$ cat src/rtl/block_offset_issuer.sv
// block_offset_issuer: walks a DIM-dimensional block grid, issuing one offset per handshake.
// Define BOFS_ISLAST_EN to add o_islast, flagging the final offset of each sequence.
module block_offset_issuer #(
  parameter int DIM = 2,
  parameter int BW  = 16
) (
  input  logic              i_clk,
  input  logic              i_rst,
  input  logic              cfg_rdy,
  output logic              cfg_ack,
  input  logic [DIM*BW-1:0] i_bboundary,
  input  logic [DIM*BW-1:0] i_bshape,
  output logic              dst_bofs_rdy,
  input  logic              dst_bofs_ack,
  output logic [DIM*BW-1:0] o_bofs
`ifdef BOFS_ISLAST_EN
  ,
  output logic              o_islast
`endif
);
  typedef enum logic {IDLE, BUSY} state_t;
  state_t state, state_n;
  logic [DIM*BW-1:0] bnd, shp, ofs, ofs_n, shp_in;
  logic [BW:0] sum;
  logic zero_bnd, carry, c_in;
  always_comb begin
    zero_bnd = 1'b0;
    shp_in = i_bshape;
    for (int d = 0; d < DIM; d++) begin
      zero_bnd = zero_bnd | (i_bboundary[d*BW +: BW] == '0);
      shp_in[d*BW +: BW] = (i_bshape[d*BW +: BW] == '0) ? BW'(1) : i_bshape[d*BW +: BW];
    end
  end
  // Ripple from the innermost dimension; a final carry-out means this was the last offset.
  always_comb begin
    carry = 1'b1;
    c_in = 1'b1;
    sum = '0;
    ofs_n = ofs;
    for (int d = DIM-1; d >= 0; d--) begin
      c_in = carry;
      sum = {1'b0, ofs[d*BW +: BW]} + {1'b0, shp[d*BW +: BW]};
      carry = c_in & (sum >= {1'b0, bnd[d*BW +: BW]});
      ofs_n[d*BW +: BW] = !c_in ? ofs[d*BW +: BW] : carry ? '0 : sum[BW-1:0];
    end
  end
  always_comb begin
    cfg_ack = cfg_rdy & (state == IDLE) & ~i_rst;
    dst_bofs_rdy = (state == BUSY);
    state_n = (state == IDLE) ? ((cfg_ack && !zero_bnd) ? BUSY : IDLE)
                              : ((dst_bofs_ack && carry) ? IDLE : BUSY);
  end
  always_ff @(posedge i_clk) begin
    if (i_rst) begin
      state <= IDLE;
      ofs <= '0;
      bnd <= '0;
      shp <= '0;
    end else begin
      state <= state_n;
      if (cfg_ack) begin
        bnd <= i_bboundary;
        shp <= shp_in;
        ofs <= '0;
      end else if (dst_bofs_rdy && dst_bofs_ack) begin
        ofs <= ofs_n;
      end
    end
  end
  assign o_bofs = ofs;
`ifdef BOFS_ISLAST_EN
  assign o_islast = dst_bofs_rdy & carry;
`endif
endmodule
$ cat config.mk
export PLATFORM = sky130hd
export DESIGN_NAME = block_offset_issuer
export DESIGN_NICKNAME = d
export VERILOG_FILES = /design/src/rtl/block_offset_issuer.sv
export SDC_FILE = /design/constraint.sdc
export NUM_CORES = 1
export LEC_CHECK = 0
export ABC_AREA = 1
export BUFFER_PORTS_ARGS = -buffer_cell sky130_fd_sc_hd__buf_2
export CORE_AREA = 4 4 106 108
export CTS_BUF_LIST = sky130_fd_sc_hd__clkbuf_8 sky130_fd_sc_hd__clkbuf_16
export DETAILED_ROUTE_END_ITERATION = 6
export DIE_AREA = 0 0 110 112
export GPL_ROUTABILITY_DRIVEN = 0
export PLACE_DENSITY = 0.78
export SLEW_MARGIN = 5
export SYNTH_ARGS = -nofsm -noshare
export SYNTH_HDL_FRONTEND = slang
export SYNTH_SLANG_ARGS = --single-unit
export TNS_END_PERCENT = 1
$ cat constraint.sdc
create_clock -name i_clk -period 3.3 [get_ports i_clk]
set_input_delay 0.33 -clock i_clk [delete_from_list [all_inputs] [get_ports i_clk]]
set_output_delay 0.33 -clock i_clk [all_outputs]
set_load 0.03 [all_outputs]
==> out/metrics.yaml <==
status: "finished, violations left"
violated_checks: "negative setup slack"
yosys.cell_types.count: 40
root_buffer: "sky130_fd_sc_hd__clkbuf_8"
wirelength_mm: 16.1
ir_worst_vdd_mv: 0.330
cp_slowest_cell: "sky130_fd_sc_hd__dfxtp_2"
final.setup.worst_slack_ns: -0.0827
synthesis.nets: 917
synth_most_common_cell: "sky130_fd_sc_hd__nand2_1"
worst-endpoint-required_ns: 3.61
async_reset_ff_share_pct: 0
maximum_number_of_pins_on_one_net_before_global_route_repair: 41
crit_path_frequent_cell: "sky130_fd_sc_hd__nand2_1"
slew_viol_final: 0
power.density_cell_area_nw_per_um2: 381
endpoint_kind: "register"
via_count_of_the_first_global_routing_pass: 5693
synthFlopType: "sky130_fd_sc_hd__dfxtp_1"
cts-root-to-sink-buffers: 2
fp.dieW_um: 110
initialDrtViolationCount: 340
critical_path_arrival_ns: 3.70
path_cells: "ha_4 -> inv_2 -> fa_2 -> nand3b_1 -> nand2_2 -> inv_2 -> o21bai_1 -> xor2_1 -> ha_1 -> nand2_1 -> a21oi_2 -> nor2_1 -> nand3_1 -> nand2_1 -> nand2_1 -> nand2_1 -> nand2_2 -> nand2_4 -> nand2_8 -> nor2_4 -> buf_12 -> nand2_2 -> a21oi_2"
cells_taking_the_most_area_after_synthesis: "sky130_fd_sc_hd__dfxtp_1, sky130_fd_sc_hd__ha_1, sky130_fd_sc_hd__nand2_1"
global_route.usage.total_pct: 26.2
worst_slew_margin_rel_pct: 28.5
post-dp-hpwl_mm: 11.9
detailed_place.area_um2: 6420
rsz_0062_raised_after_global_routing: "yes"
later_pin_clock_latency_in_the_skew_report_ns: 0.39
post_layout_total_power_uw: 2660
design.final.nets: 1029
power_switching_uw: 805
synthesis.instances: 783
vias: 5712
io_pins: 102
drt_first_pass_iters: 6
final_period_minus_worst_setup_slack_ns: 3.38
finalHoldViolations: 0
wl_per_instance_um: 15.6
max_clock_freq_mhz: 296
cts_made_buffers: 9
share_clk_of_total_power_pct: 30.3
layout-drive-gt1-share_pct: 21.7
proportion_of_power_drawn_by_flip_flops_and_latches_pct: 47.4
clk_pin_slew_worst_paths_ns: 0.09
die_height_um: 112
yosysWarnings: 0
share_of_total_power_consumed_by_net_switching_pct: 30.3
worstSetupStartpointType: "register"
synth-edff-count: 0
critPathBufInv: 3
syn_avg_cell_area_um2: 7.39
port-buffer-count: 101
drt_drc_violations_left: 0
post-route-cell-area_um2: 6970
tritoncts_num_sinks: 97
cp_slowest_stage_delay_ns: 0.37
tritoncts: "yes"
synth_common_cells: "sky130_fd_sc_hd__nand2_1, sky130_fd_sc_hd__inv_1, sky130_fd_sc_hd__dfxtp_1"
core.rowCount: 37
drt-vias-per-instance: 5.51
tightest_slew_ns: 1.07
clock_tree.htree_level_count: 3
core_area_um2: 10200
critPathMaxFanout: 8
setup.worst_path.class: "register to register"
crit_family: "simple AND/OR/NAND/NOR gates"
total_leakage_power_uw: 0.00345
layout_worst_path_cycle_share_pct: 103
placement.setup.worst_slack_ns: -0.197
grt_pass1_wl_mm: 25.6
holdCritPathClass: "input port to register"
seq_area_frac_synth_pct: 33.6
report.final.setup_viol: 24
area_growth_from_synthesis_to_layout_pct: 20.6
power_share_of_the_combinational_group_pct: 22.3
antenna_cells_inserted: 0
netlist.top_cell.by_area: "sky130_fd_sc_hd__dfxtp_1"
die-area_um2: 12300
floorplan.initialDensity_pct: 56.5
synth.cell_area_um2: 5780
cap_viol_max_count: 0
ff_latch_count_synth: 97
p_int_uw: 1850
globalRouteOverflowTotal: 0
drtAntennaViolNets: 0
setup_clock_skew_after_layout_ns: 0.0117
antenna_found_initial: 0
synth_top_area_share_pct: 33.6
## cell type report
| class | instances | area (um2) |
|---|---|---|
| multi-input combinational | 535 | 3480 |
| fill | 891 | 3260 |
| sequential | 97 | 1950 |
| timing repair buffer | 121 | 681 |
| inverter | 131 | 492 |
| tap | 136 | 170 |
| clock buffer | 12 | 165 |
| clock inverter | 4 | 42.5 |
## state kept, by name, summed over array words and instances, names as in the netlist
name / count
o_bofs: 32
shp: 32
dst_bofs_rdy: 1
bnd: 32
## cell usage in the layout, fill, tap and decap left out, drive strengths merged, types with 2 or more instances in the layout
| cell | n |
|---|---|
| a31oi | 2 |
| fa | 2 |
| xnor2 | 4 |
| nor3 | 3 |
| nand3b | 2 |
| a21o | 7 |
| nand2 | 178 |
| xor2 | 23 |
| o22ai | 32 |
| nor2 | 34 |
| nand4 | 14 |
| inv | 133 |
| o21a | 2 |
| a21oi | 67 |
| o31ai | 2 |
| o21ai | 40 |
| a211oi | 2 |
| ha | 64 |
| dfxtp | 97 |
| nand3 | 41 |
| buf | 121 |
| nor4 | 10 |
| clkbuf | 12 |
## power groups by stage
| stage | clock [uW] | combinational [uW] | sequential, uW |
|---|---|---|---|
| after global placement | 0 | 502 | 1280 |
| after detailed placement | 0 | 522 | 1280 |
| after global routing | 866 | 662 | 1260 |
| after floorplan | 0 | 362 | 1280 |
| after CTS | 821 | 546 | 1260 |
| final | 804 | 593 | 1260 |
## kinds of logic after synthesis
kind of cell	after synthesis	share of synthesized area, %
flip-flops	97	33.6
adder cells (fa/ha/maj)	66	14.5
AO/OA/AOI/OAI	158	15.8
XOR/XNOR	27	4.09
AND/OR/NAND/NOR	282	21.7
buffers and inverters	153	10.3
## final timing paths
kind	start	endpoint	slack [ns]	cells after the start
setup reg to reg	o_bofs[16]$_SDFFE_PP0P_	o_bofs[21]$_SDFFE_PP0P_	-0.08	23
hold / removal	i_rst	dst_bofs_rdy$_SDFF_PP0_	0.14	2
hold reg to reg	shp[30]$_SDFFE_PP0P_	shp[30]$_SDFFE_PP0P_	0.48	2
setup / recovery	o_bofs[16]$_SDFFE_PP0P_	o_bofs[21]$_SDFFE_PP0P_	-0.08	23
## per-stage QoR
stage | instances | setup TNS [ns] | hold slack (ns) | util, %
after global placement | 1007 | -1.69 | 0.466 | 62.8
after floorplan | 783 | 0 | 0.399 | -
after detailed placement | 1007 | -2.92 | 0.471 | 62.8
after global routing | 1036 | -7.07 | 0.131 | 68.2
after CTS | 1032 | 0 | 0.126 | 66.2
final | 1036 | -0.914 | 0.137 | 68.2
## per-layer routing
layer / up-vias / global-route usage [%] / wire, um
met3: 48 / 5.04 / 920
met1: 2642 / 28.8 / 6140
met2: 215 / 47.7 / 8510
met4: 0 / 11.7 / 571
li1: 2807 / - / -
met5: - / 0 / 0
## repair_timing
action,CTS,global route
hold buffers,0,0
pin swaps,10,14
buffers inserted,8,3
endpoints found under the setup margin,33,33
gates cloned,1,1
resized for setup,13,36
(Power assumes the default switching activity.)
